===== src/rtl/tdc_meas_ctrl_if.sv =====
// Result handshake bundle between the TDC measurement controller and the readout logic.
// The controller drives the master side. The readout logic drives res_ready on the slave side.
interface tdc_meas_ctrl_if #(
    parameter int SUM_W    = 16,
    parameter int ACC_LOG2 = 4
);
    logic                      res_valid;
    logic                      res_ready;
    logic [SUM_W+ACC_LOG2-1:0] res_sum;
    logic [8+ACC_LOG2-1:0]     res_edges;

    modport master (
        output res_valid,
        output res_sum,
        output res_edges,
        input  res_ready
    );

    modport slave (
        input  res_valid,
        input  res_sum,
        input  res_edges,
        output res_ready
    );
endinterface


===== src/rtl/tdc_meas_ctrl.sv =====
// TDC measurement controller: gates hits into the edge encoders, collects 2^ACC_LOG2 samples
// and presents the accumulated result. Optional macro TDC_CTRL_ZERO_REJECT_EN rejects zero-edge samples.
//
//   state  | meaning
//   S_IDLE | armed; a hit with enable raises cap_en
//   S_WAIT | counting down the encoder pipeline latency
//   S_OUT  | result held on res_* until the consumer takes it
module tdc_meas_ctrl #(
    parameter int ENC_LAT  = 6,
    parameter int SUM_W    = 16,
    parameter int ACC_LOG2 = 4
) (
    input  logic             clk,
    input  logic             rst_n,
    input  logic             enable,
    input  logic             hit,
    output logic             cap_en,
    input  logic [SUM_W-1:0] enc_sum,
    input  logic [7:0]       enc_num,
    output logic             busy,
    tdc_meas_ctrl_if.master  res,
    output logic [15:0]      drop_cnt,
    output logic [15:0]      miss_cnt
);

    localparam int RES_SUM_W  = SUM_W + ACC_LOG2;
    localparam int RES_EDGE_W = 8 + ACC_LOG2;
    localparam int CNT_W      = ACC_LOG2 + 1;

    localparam logic [7:0]       LAT_LOAD = 8'(ENC_LAT - 1);
    localparam logic [CNT_W-1:0] N_SMP    = CNT_W'(2 ** ACC_LOG2);

    typedef enum logic [1:0] {
        S_IDLE = 2'd0,
        S_WAIT = 2'd1,
        S_OUT  = 2'd2
    } state_t;

    state_t state, state_nxt;

    logic [7:0]            lat_cnt;
    logic [RES_SUM_W-1:0]  acc_sum;
    logic [RES_EDGE_W-1:0] acc_edges;
    logic [CNT_W-1:0]      smp_cnt;
    logic [RES_SUM_W-1:0]  sum_total;
    logic [RES_EDGE_W-1:0] edges_total;
    logic [CNT_W-1:0]      smp_cnt_inc;
    logic [RES_SUM_W-1:0]  res_sum_q;
    logic [RES_EDGE_W-1:0] res_edges_q;
    logic [15:0]           drop_q;

    logic take;
    logic done;
    logic abort;
    logic drop;
`ifdef TDC_CTRL_ZERO_REJECT_EN
    logic        miss;
    logic [15:0] miss_q;
`endif

    // Totals include the sample being taken this cycle.
    assign sum_total   = acc_sum + RES_SUM_W'(enc_sum);
    assign edges_total = acc_edges + RES_EDGE_W'(enc_num);
    assign smp_cnt_inc = smp_cnt + 1'b1;

    always_ff @(posedge clk or negedge rst_n) begin
        if (!rst_n) begin
            state <= S_IDLE;
        end else begin
            state <= state_nxt;
        end
    end

    always_comb begin
        state_nxt = state;
        cap_en    = 1'b0;
        take      = 1'b0;
        done      = 1'b0;
        abort     = 1'b0;
        drop      = 1'b0;
`ifdef TDC_CTRL_ZERO_REJECT_EN
        miss      = 1'b0;
`endif
        case (state)
            S_IDLE: begin
                if (hit && enable) begin
                    cap_en    = 1'b1;
                    state_nxt = S_WAIT;
                end
            end
            S_WAIT: begin
                drop = hit && enable;
                if (!enable) begin
                    abort     = 1'b1;
                    state_nxt = S_IDLE;
                end else if (lat_cnt == 8'd0) begin
                    state_nxt = S_IDLE;
`ifdef TDC_CTRL_ZERO_REJECT_EN
                    if (enc_num == 8'd0) begin
                        miss = 1'b1;
                    end else
`endif
                    begin
                        take = 1'b1;
                        if (smp_cnt_inc == N_SMP) begin
                            done      = 1'b1;
                            state_nxt = S_OUT;
                        end
                    end
                end
            end
            S_OUT: begin
                drop = hit && enable;
                if (res.res_ready) begin
                    state_nxt = S_IDLE;
                end
            end
            default: begin
                state_nxt = S_IDLE;
            end
        endcase
    end

    always_ff @(posedge clk or negedge rst_n) begin
        if (!rst_n) begin
            lat_cnt <= 8'd0;
        end else if (cap_en) begin
            lat_cnt <= LAT_LOAD;
        end else if ((state == S_WAIT) && (lat_cnt != 8'd0)) begin
            lat_cnt <= lat_cnt - 8'd1;
        end
    end

    // Completing a result and aborting both start the next result from empty.
    always_ff @(posedge clk or negedge rst_n) begin
        if (!rst_n) begin
            acc_sum   <= '0;
            acc_edges <= '0;
            smp_cnt   <= '0;
        end else if (abort || done) begin
            acc_sum   <= '0;
            acc_edges <= '0;
            smp_cnt   <= '0;
        end else if (take) begin
            acc_sum   <= sum_total;
            acc_edges <= edges_total;
            smp_cnt   <= smp_cnt_inc;
        end
    end

    always_ff @(posedge clk or negedge rst_n) begin
        if (!rst_n) begin
            res_sum_q   <= '0;
            res_edges_q <= '0;
        end else if (done) begin
            res_sum_q   <= sum_total;
            res_edges_q <= edges_total;
        end
    end

    always_ff @(posedge clk or negedge rst_n) begin
        if (!rst_n) begin
            drop_q <= 16'd0;
        end else if (drop && (drop_q != 16'hFFFF)) begin
            drop_q <= drop_q + 16'd1;
        end
    end

`ifdef TDC_CTRL_ZERO_REJECT_EN
    always_ff @(posedge clk or negedge rst_n) begin
        if (!rst_n) begin
            miss_q <= 16'd0;
        end else if (miss && (miss_q != 16'hFFFF)) begin
            miss_q <= miss_q + 16'd1;
        end
    end

    assign miss_cnt = miss_q;
`else
    assign miss_cnt = 16'd0;
`endif

    assign busy          = (state != S_IDLE);
    assign res.res_valid = (state == S_OUT);
    assign res.res_sum   = res_sum_q;
    assign res.res_edges = res_edges_q;
    assign drop_cnt      = drop_q;

endmodule

===== src/flat_wrapper.sv =====
// flat-port wrapper written by rule: the top's interface ports become plain ports
module tdc_meas_ctrl_flat 
#(
    parameter int ENC_LAT  = 6,
    parameter int SUM_W    = 16,
    parameter int ACC_LOG2 = 4
)
  (clk, rst_n, enable, hit, cap_en, enc_sum, enc_num, busy, drop_cnt, miss_cnt, res_res_valid, res_res_sum, res_res_edges, res_res_ready);
  tdc_meas_ctrl_if #(.SUM_W(SUM_W), .ACC_LOG2(ACC_LOG2)) res_i ();
  input  logic clk;
  input  logic rst_n;
  input  logic enable;
  input  logic hit;
  output logic cap_en;
  input  logic [SUM_W-1:0] enc_sum;
  input  logic [7:0] enc_num;
  output logic busy;
  output logic [15:0] drop_cnt;
  output logic [15:0] miss_cnt;
  output wire logic [$bits(res_i.res_valid)-1:0] res_res_valid;
  output wire logic [$bits(res_i.res_sum)-1:0] res_res_sum;
  output wire logic [$bits(res_i.res_edges)-1:0] res_res_edges;
  input wire logic [$bits(res_i.res_ready)-1:0] res_res_ready;
  assign res_res_valid = res_i.res_valid;
  assign res_res_sum = res_i.res_sum;
  assign res_res_edges = res_i.res_edges;
  assign res_i.res_ready = res_res_ready;
  tdc_meas_ctrl #(.ENC_LAT(ENC_LAT), .SUM_W(SUM_W), .ACC_LOG2(ACC_LOG2)) u_core (.clk(clk), .rst_n(rst_n), .enable(enable), .hit(hit), .cap_en(cap_en), .enc_sum(enc_sum), .enc_num(enc_num), .busy(busy), .res(res_i), .drop_cnt(drop_cnt), .miss_cnt(miss_cnt));
endmodule

===== config.mk =====
export PLATFORM = sky130hd
export DESIGN_NAME = tdc_meas_ctrl_flat
export DESIGN_NICKNAME = d
export VERILOG_FILES = /design/src/rtl/tdc_meas_ctrl_if.sv /design/src/rtl/tdc_meas_ctrl.sv /design/src/flat_wrapper.sv
export SDC_FILE = /design/constraint.sdc
export NUM_CORES = 1
export LEC_CHECK = 0
export CAP_MARGIN = 15
export CORE_UTILIZATION = 25
export CTS_CLUSTER_DIAMETER = 120
export CTS_CLUSTER_SIZE = 24
export DETAILED_ROUTE_END_ITERATION = 16
export GPL_ROUTABILITY_DRIVEN = 0
export PLACE_DENSITY_LB_ADDON = 0.3
export SLEW_MARGIN = 10
export SYNTH_ARGS = -nofsm -noshare
export SYNTH_HDL_FRONTEND = slang
export SYNTH_SLANG_ARGS = --single-unit

===== constraint.sdc =====
create_clock -name clk -period 5.67 [get_ports clk]
set_input_delay 0.567 -clock clk [delete_from_list [all_inputs] [get_ports clk]]
set_output_delay 0.567 -clock clk [all_outputs]
set_load 0.01 [all_outputs]

**Word-level counts from Yosys, hierarchy flattened**

Cells that the tools add are included.

- Flip-flop bits (word level): 95
- Input port bits: 29
- Logic and storage cells: 58
- Output and inout port bits: 67

- Eq/ne operators: 7
- Reduce and logical (&&, ||, !) cells: 12
- $add $sub $neg: 5
- Multiplexer cells: 26

Operators by type and width:

| kind | number |
|---|---|
| 20-bit two-way mux | 2 |
| 12-bit two-way mux | 2 |
| 20-bit by 16-bit adder with 20-bit output | 1 |
| 16-bit by 1-bit adder with 16-bit output, second input constant | 1 |
| 8-bit two-way mux | 2 |
| 16-bit != test, second input constant | 1 |
| 12-bit by 8-bit adder with 12-bit output | 1 |
| 1-bit two-way mux | 12 |
| 2-bit two-way mux | 5 |
| 5-bit two-way mux | 2 |
| 8-bit logical NOT | 1 |
| 8-bit nonzero test | 1 |
| 8-bit by 1-bit subtractor with 8-bit output, second input constant | 1 |
| 2-bit one-hot mux with 3 select lines | 1 |
| 2-bit nonzero test | 3 |
| 5-bit by 1-bit adder with 5-bit output, second input constant | 1 |
| 5-bit == test, second input constant | 1 |
| 2-bit by 1-bit != test with 1-bit output, second input constant | 2 |
| 1-bit logical AND | 3 |
| 3-bit by 2-bit != test with 1-bit output, second input constant | 1 |
| 3-bit AND reduction | 1 |
| 2-bit by 1-bit == test with 1-bit output, second input constant | 1 |
| 2-bit == test, second input constant | 1 |
| 2-bit logical NOT | 1 |
| 2 further kinds | 2 |

**Logic depth before layout (Yosys ltp)**

Gate-level depths: netlist of run 1.

- Word-level depth: 8
- Mapped depth: 9
- Mapped depth without buffers: 9

**Worst setup path before layout of run 1**

Ideal clock, no wire load.

- Path kind: input -> register
- Start point: input port enc_sum[0]
- End point: register u_core.res_sum_q[16] (netlist: u_core.res.res_sum[16])
- Data arrival time: 2,229 ps
- Stages: 9
- Library setup time: 132 ps
- Path slack: 3,310 ps
- Buffers on the path: 0
- Required time: 5,538 ps
- Path through: ha_1 -> fa_1 -> a21o_1 -> nand4_1 -> nand2_1 -> a211oi_1 -> o21a_1 -> xor2_1 -> o21ai_1

- Longest elaborated chain between the ends: 1

Ends and longest elaborated chain:

| element | line | source |
|---|---|---|
| start: declaration | flat_wrapper.sv:15 | `input logic [SUM_W-1:0] enc_sum;` |
| 20-bit by 16-bit adder with 20-bit output | tdc_meas_ctrl.sv:62 | `assign sum_total = acc_sum + RES_SUM_W'(enc_sum);` |
| end signal: assignment | tdc_meas_ctrl.sv:156 | `res_sum_q <= sum_total;` |
| end: declaration | tdc_meas_ctrl.sv:48 | `logic [RES_SUM_W-1:0] res_sum_q;` |

Every way passes these cells.
A chain may end at the register's enable or synchronous reset.

**Final worst setup path of run 1**

- Start point: register u_core.lat_cnt[3]
- End point: register u_core.res_sum_q[7] (netlist: u_core.res.res_sum[7])

- Longest elaborated chain between the ends: 4

Ends and longest elaborated chain:

| element | line | source |
|---|---|---|
| start: declaration | tdc_meas_ctrl.sv:41 | `logic [7:0] lat_cnt;` |
| start signal: assignment | tdc_meas_ctrl.sv:130 | `lat_cnt <= lat_cnt - 8'd1;` |
| 8-bit logical NOT | tdc_meas_ctrl.sv:96 | `end else if (lat_cnt == 8'd0) begin` |
| 1-bit two-way mux | tdc_meas_ctrl.sv:96 |  |
| 1-bit two-way mux | tdc_meas_ctrl.sv:93 | `if (!enable) begin` |
| 1-bit two-way mux | tdc_meas_ctrl.sv:84 | `case (state)` |

Every way passes these cells.

==> results by group, run 1 <==
Status
  – Outcome: finished, final reports clean

Synthesis
  – Largest family of logic cells by synthesized area: compound AO/OA/AOI/OAI gates
  – Mapped Area: 5240 sq um
  – Mapped Cells: 507
  – Compound-Gate Fraction of Synth Area: 16.4%
  – Seq cells post-synth: 95
  – Synth warn: 0
  – EDFF count, synth: 0
  – Mux cell area share after synthesis: 3.42%
  – Ys flop type: dfrtp_1
  – Syn Area/Cell: 10.3 sq um
  – Register area share after synthesis: 45.4%
  – Synth Area in XOR/XNOR: 8.03%
  – Post-Synth Simple-Gate Area: 13.7%
  – Post-synth ARST share: 100%
  – Yosys cell types: 59
  – Synthesized-area fraction occupied by adder cells: 8.41%

Power and ir drop
  – PD cells: 331 nW/um^2
  – Maximum vdd ir drop: 0.160 mV
  – LEAKAGE: 3.04 nW

Global routing
  – Vias in the first global route: 3919
  – Largest net degree at the start of global routing: 81
  – Gr usage total: 12.0%
  – First-pass GRT wire length: 20400 um
  – Antenna violations before repair: 0
  – Total gr overflow: 0

Clock network
  – Post-CTS sizing: 0
  – Htree depth: 3
  – Later-pin clock latency in the skew report: 340 ps
  – Postcts setup bufs: 0
  – Clock root buffer: clkbuf_16
  – Clock Pin Slew Worst Setup and Hold Paths: 70 ps
  – Clock buffer depth: 2
  – Num Clock Sinks: 95
  – CTS tree: done
  – CTS Hold Buffers Added: 0
  – CTS Buf Count: 9

Worst hold path
  – Hold Crit Class: primary input to async pin

Worst setup path
  – Critical path type: register to register
  – Crit-path max FO: 41
  – R2R setup slack: 2720 ps
  – Startpoint Class: register
  – Arrival time at the worst endpoint: 3180 ps
  – Worst setup path end: u_core.res.res_sum[7]
  – R2R depth: 6
  – R2r endpoint: u_core.res.res_sum[7]
  – Critical Path Source: u_core.lat_cnt[3]
  – Critical path required time: 5900 ps
  – Crit end category: register
  – Worst R2R Start: u_core.lat_cnt[3]

STA
  – Final Cycle Share: 52.0%
  – Final Critical Period: 2950 ps
  – Final setup TNS: 0 ps
  – F_max: 339 MHz
  – RSZ-0062 raised after global routing: no
  – Max Slew Vio Count: 0
  – Final Skew: 6.58 ps
  – Final Setup Violations: 0
  – Slew margin rel.: 29.8%
  – Slew of the pin with the lowest slew margin: 1050 ps
  – Hold Vio Cnt, Final: 0

Placement
  – Dpl cells: 844
  – Detailed placer's ending HPWL: 8930 um
  – IO buf count: 79

Die
  – Die ar.: 21500 sq um
  – IO Pins: 96
  – Row count: 52
  – Initial core utilization: 25.7%
  – Die width: 147 um
  – Die height: 147 um
  – Core area: 20400 sq um

Route
  – Detailed-route via count: 3866
  – DRT antenna net count: 0
  – DR WL/cell: 14.3 um
  – Via density: 4.50
  – DRT iter0 DRCs: 152
  – Drt drc: 0
  – First drt pass iteration count: 6
  – Final WL: 12300 um

Flow run
  – Max-cap violations: 0

Final layout
  – P&R area growth vs syn: 26.3%
  – Share of cells above drive strength 1: 6.95%
  – Non-filler instance count after layout: 860
  – Filler cells: 2081
  – Final #Nets: 648
  – # diodes: 0
[layout by cell type (no fill, tap or decap), types with 5 or more instances in the layout]
| cell type | instances |
|---|---|
| and2_1 | 5 |
| a21o_1 | 11 |
| and3_1 | 8 |
| nand2_1 | 67 |
| clkdlybuf4s50_1 | 78 |
| ha_1 | 32 |
| clkbuf_16 | 9 |
| dfrtp_1 | 95 |
| nor2_1 | 18 |
| mux2_1 | 12 |
| a21oi_1 | 26 |
| nand2b_1 | 8 |
| o21ai_1 | 16 |
| xnor2_1 | 30 |
| conb_1 | 16 |
| a22o_1 | 20 |
| o21ai_0 | 25 |
| nand3_1 | 18 |
| inv_1 | 9 |
| xor2_1 | 18 |
[state kept, by name, indices dropped and copies added, names as in the netlist]
register / flops
u_core.acc_sum: 20
u_core.drop_cnt: 16
u_core.state: 2
u_core.res.res_sum: 20
u_core.acc_edges: 12
u_core.lat_cnt: 8
u_core.smp_cnt: 5
u_core.res.res_edges: 12
[through the flow]
step	instance area, sq um	utilization (%)	setup WS [ps]	total power (W)	hold slack [ps]
after detailed placement	6240	30.6	2400	0.00144	441
after CTS	6610	32.5	2620	0.00221	66.4
after floorplan	5290	-	3310	0.00125	271
final	6610	32.5	2720	0.00219	66.7
after global placement	6240	30.6	2450	0.00142	439
after global routing	6610	32.5	2460	0.00233	68.7
[worst max-delay path, stage by stage (launching register included)]
cell and delay, ps:
dfrtp_1 440, nor4_2 370, nand3_2 190, nor2_1 230, nand3_2 710, inv_2 510
mux2_2 380
[how the worst min path moves through the flow]
stage,slack (ps),startpoint,end
2_1_floorplan,270,rst_n,u_core.acc_edges[0]
3_3_place_gp,440,rst_n,u_core.res.res_sum[3]
3_5_place_dp,440,rst_n,u_core.res.res_sum[4]
4_1_cts,70,rst_n,u_core.acc_sum[0]
5_1_grt,70,rst_n,u_core.acc_sum[0]
6_report,70,rst_n,u_core.res.res_sum[4]
[metal layers]
| metal | track usage [%] | vias up | part of all wire, % | routed length (um) |
|---|---|---|---|---|
| met1 | 16.4 | 1863 | 50 | 6150 |
| met3 | 2.08 | 13 | 2.6 | 318 |
| met2 | 19.1 | 72 | 46 | 5700 |
| met4 | 4.01 | 0 | 1.3 | 163 |
| li1 | - | 1918 | - | - |
| met5 | 0 | - | 0 | 0 |
[synthesized netlist by cell type, types with 8 or more instances]
cell | count | area, sq um
inv_1 | 9 | 33.8
nand3_1 | 18 | 90.1
a22o_1 | 20 | 175
xor2_1 | 18 | 158
ha_1 | 32 | 400
nor2_1 | 18 | 67.6
mux2_1 | 12 | 135
o21ai_1 | 16 | 80.1
a21oi_1 | 26 | 130
nand2_1 | 67 | 251
a21o_1 | 11 | 82.6
nand2b_1 | 8 | 50.1
xnor2_1 | 30 | 263
and3_1 | 8 | 50.1
buf_4 | 18 | 135
o21ai_0 | 25 | 125
dfrtp_1 | 95 | 2380
[where the power goes]
| group | internal (W) | switching (W) | leakage, nW |
|---|---|---|---|
| Combinational | 0.000259 | 0.000332 | 1.55 |
| Sequential | 0.000755 | 0.0000725 | 1.31 |
| Clock | 0.000491 | 0.000276 | 0.184 |
| Total | 0.00151 | 0.000681 | 3.04 |
[logic make-up (layout without fill, tap and decap cells)]
kind of cell	Yosys count	in the layout
AO/OA/AOI/OAI	127	127
XOR/XNOR	48	48
adder cells (fa/ha/maj)	34	34
buffers and inverters	40	108
flip-flops	95	95
multiplexers	16	16
other	1	16
AND/OR/NAND/NOR	146	146
[layout make-up]
type	instances	area [sq um]	share of cell area [%]
multi-input cells	387	2670	40.4
flip-flops and latches	95	2380	35.9
repair buffers	82	811	12.3
well taps	270	338	5.11
clock buffers	10	239	3.61
clock inverters	6	138	2.08
inverters	10	37.5	0.568
(Power assumes the default switching activity.)
==> inputs of run 2 (changes only) <==
- clock period: 5.67 -> 2.95 ns (I/O delays scaled with it)
==> run 2 against run 1 <==
Net effect: critical path depth grew 3; largest power group unchanged; hold slack gained 420 ps; largest cell class unchanged; die area is the same; combinational power grew 94%.
==> results by group, run 2 (synthesized netlist as in run 1, its figures left out) <==
Worst setup path
  – Critical path required time: 3180 ps (was 5900 ps)
  – Crit end category: register (unchanged)
  – Startpoint Class: register (unchanged)
  – R2R depth: 9 (was 6)
  – Critical path type: register to register (unchanged)
  – Crit-path max FO: 7 (was 41)
  – R2R setup slack: 490 ps (was 2720 ps)
  – Arrival time at the worst endpoint: 2690 ps (was 3180 ps)

Die
  – Die ar.: 21500 sq um (unchanged)
  – Die height: 147 um (unchanged)
  – Core area: 20400 sq um (unchanged)
  – IO Pins: 96 (unchanged)
  – Die width: 147 um (unchanged)
  – Initial core utilization: 25.7% (unchanged)
  – Row count: 52 (unchanged)

Power and ir drop
  – LEAKAGE: 3.04 nW (about the same)
  – Maximum vdd ir drop: 0.251 mV (was 0.160 mV)
  – Pwr Total: 0.00402 W (was 0.00219 W)
  – PD cells: 609 nW/um^2 (was 331 nW/um^2)

Placement
  – IO buf count: 79 (unchanged)
  – Detailed placer's ending HPWL: 8960 um (was 8930 um)
  – Placed cell areas: 6270 sq um (was 6240 sq um)

Final layout
  – # diodes: 0 (unchanged)
  – Most common cell after layout, fill and taps aside: dfrtp_1 (unchanged)
  – P&R area growth vs syn: 26.1% (was 26.3%)
  – Filler cells: 2074 (was 2081)
  – Most frequent cells in the layout: dfrtp_1, clkdlybuf4s50_1, nand2_1 (unchanged)
  – Final #Nets: 654 (was 648)
  – Share of cells above drive strength 1: 7.56% (was 6.95%)
  – Design area: 6600 sq um (was 6610 sq um)
  – Post-layout util: 32.4% (was 32.5%)

Route
  – Drt drc: 0 (unchanged)
  – DR WL/cell: 14.3 um (about the same)
  – DRT antenna net count: 0 (unchanged)
  – Final WL: 12300 um (about the same)
  – Via density: 4.55 (was 4.50)
  – First drt pass iteration count: 4 (was 6)
  – Detailed-route via count: 3934 (was 3866)
  – DRT iter0 DRCs: 160 (was 152)

Clock network
  – Post-CTS sizing: 0 (unchanged)
  – Clock buffer depth: 2 (unchanged)
  – CTS tree: done (unchanged)
  – Postcts setup bufs: 0 (unchanged)
  – Clock root buffer: clkbuf_16 (unchanged)
  – Clock Pin Slew Worst Setup and Hold Paths: 70 ps (about the same)
  – Htree depth: 3 (unchanged)
  – Later-pin clock latency in the skew report: 350 ps (was 340 ps)
  – CTS Buf Count: 9 (unchanged)
  – Num Clock Sinks: 95 (unchanged)

STA
  – Slew of the pin with the lowest slew margin: 624 ps (was 1050 ps)
  – Final setup TNS: 0 ps (unchanged)
  – Final Critical Period: 2460 ps (was 2950 ps)
  – RSZ-0062 raised after global routing: no (unchanged)
  – Final Setup Violations: 0 (unchanged)
  – Hold Vio Cnt, Final: 0 (unchanged)
  – WHS: 488 ps (was 66.7 ps)
  – Final Cycle Share: 83.4% (was 52.0%)
  – Slew margin rel.: 58.4% (was 29.8%)
  – F_max: 406 MHz (was 339 MHz)
  – Final Skew: 16.3 ps (was 6.58 ps)
  – Max Slew Vio Count: 0 (unchanged)

Global routing
  – Met2 GRT Util: 19.4% (was 19.1%)
  – Largest net degree at the start of global routing: 48 (was 81)
  – GR peak layer: met2 (unchanged)
  – First-pass GRT wire length: 20700 um (was 20400 um)
  – Gr usage total: 11.9% (was 12.0%)
  – Grt met3 use: 2.30% (was 2.08%)
  – GRT met1 Usage: 16.1% (was 16.4%)
  – Antenna violations before repair: 0 (unchanged)
  – Total gr overflow: 0 (unchanged)
  – Vias in the first global route: 4042 (was 3919)

Status
  – Outcome: finished, final reports clean (unchanged)

Flow run
  – Max-cap violations: 0 (unchanged)

Worst hold path
  – Hold Crit Class: primary input to async pin (unchanged)
==> run 2: worst paths after layout <==
path                                          endpoint                    from
worst max-delay path                u_core.acc_sum[18]       u_core.acc_sum[0]
worst min-delay path             u_core.res.res_sum[3]                   rst_n
worst max register to register      u_core.acc_sum[18]       u_core.acc_sum[0]
worst min register to register  u_core.res.res_sum[14]  u_core.res.res_sum[14]
max in group asynchronous            u_core.lat_cnt[6]                   rst_n
min in group clk                u_core.res.res_sum[14]  u_core.res.res_sum[14]
==> run 2: timing repair <==
| item | CTS | global route |
|---|---|---|
| hold buffers | 1 | 0 |
| hold endpoints to repair | 37 | 0 |
| setup endpoints to repair | 0 | 0 |
==> run 2: layer usage <==
layer / up-vias / share of wire, %
li1: 1930 / -
met4: 0 / 1.2
met3: 10 / 3.0
met5: - / 0
met1: 1909 / 49
met2: 85 / 47
==> run 2: critical path, stage by stage (launching register included) <==
cell and delay, ps:
dfrtp_1 390, ha_1 240, fa_1 420, a21o_1 190
nand4_1 120, nand2_1 120, a211oi_1 280, o21a_1 310
o41ai_1 110, nand2b_1 160
==> run 2: through the flow <==
stage | setup WS (ps) | std cells
5_1_grt | 354 | 865
3_5_place_dp | 216 | 849
4_1_cts | 517 | 865
3_3_place_gp | 248 | 849
6_report | 489 | 865
2_1_floorplan | 803 | 522
==> run 2: area by class of cell <==
class,instances,area [sq um],share of cell area [%]
clock buffer,9,225,3.41
clock inverter,6,93.8,1.42
inverter,10,37.5,0.568
multi-input combinational,387,2670,40.5
sequential,95,2380,36.0
tap,270,338,5.12
timing repair buffer,88,858,13.0
==> run 2: report_power, final <==
group	internal (W)	switching [W]
Clock	0.000745	0.000540
Sequential	0.00145	0.000139
Combinational	0.000504	0.000644
Total	0.00270	0.00132
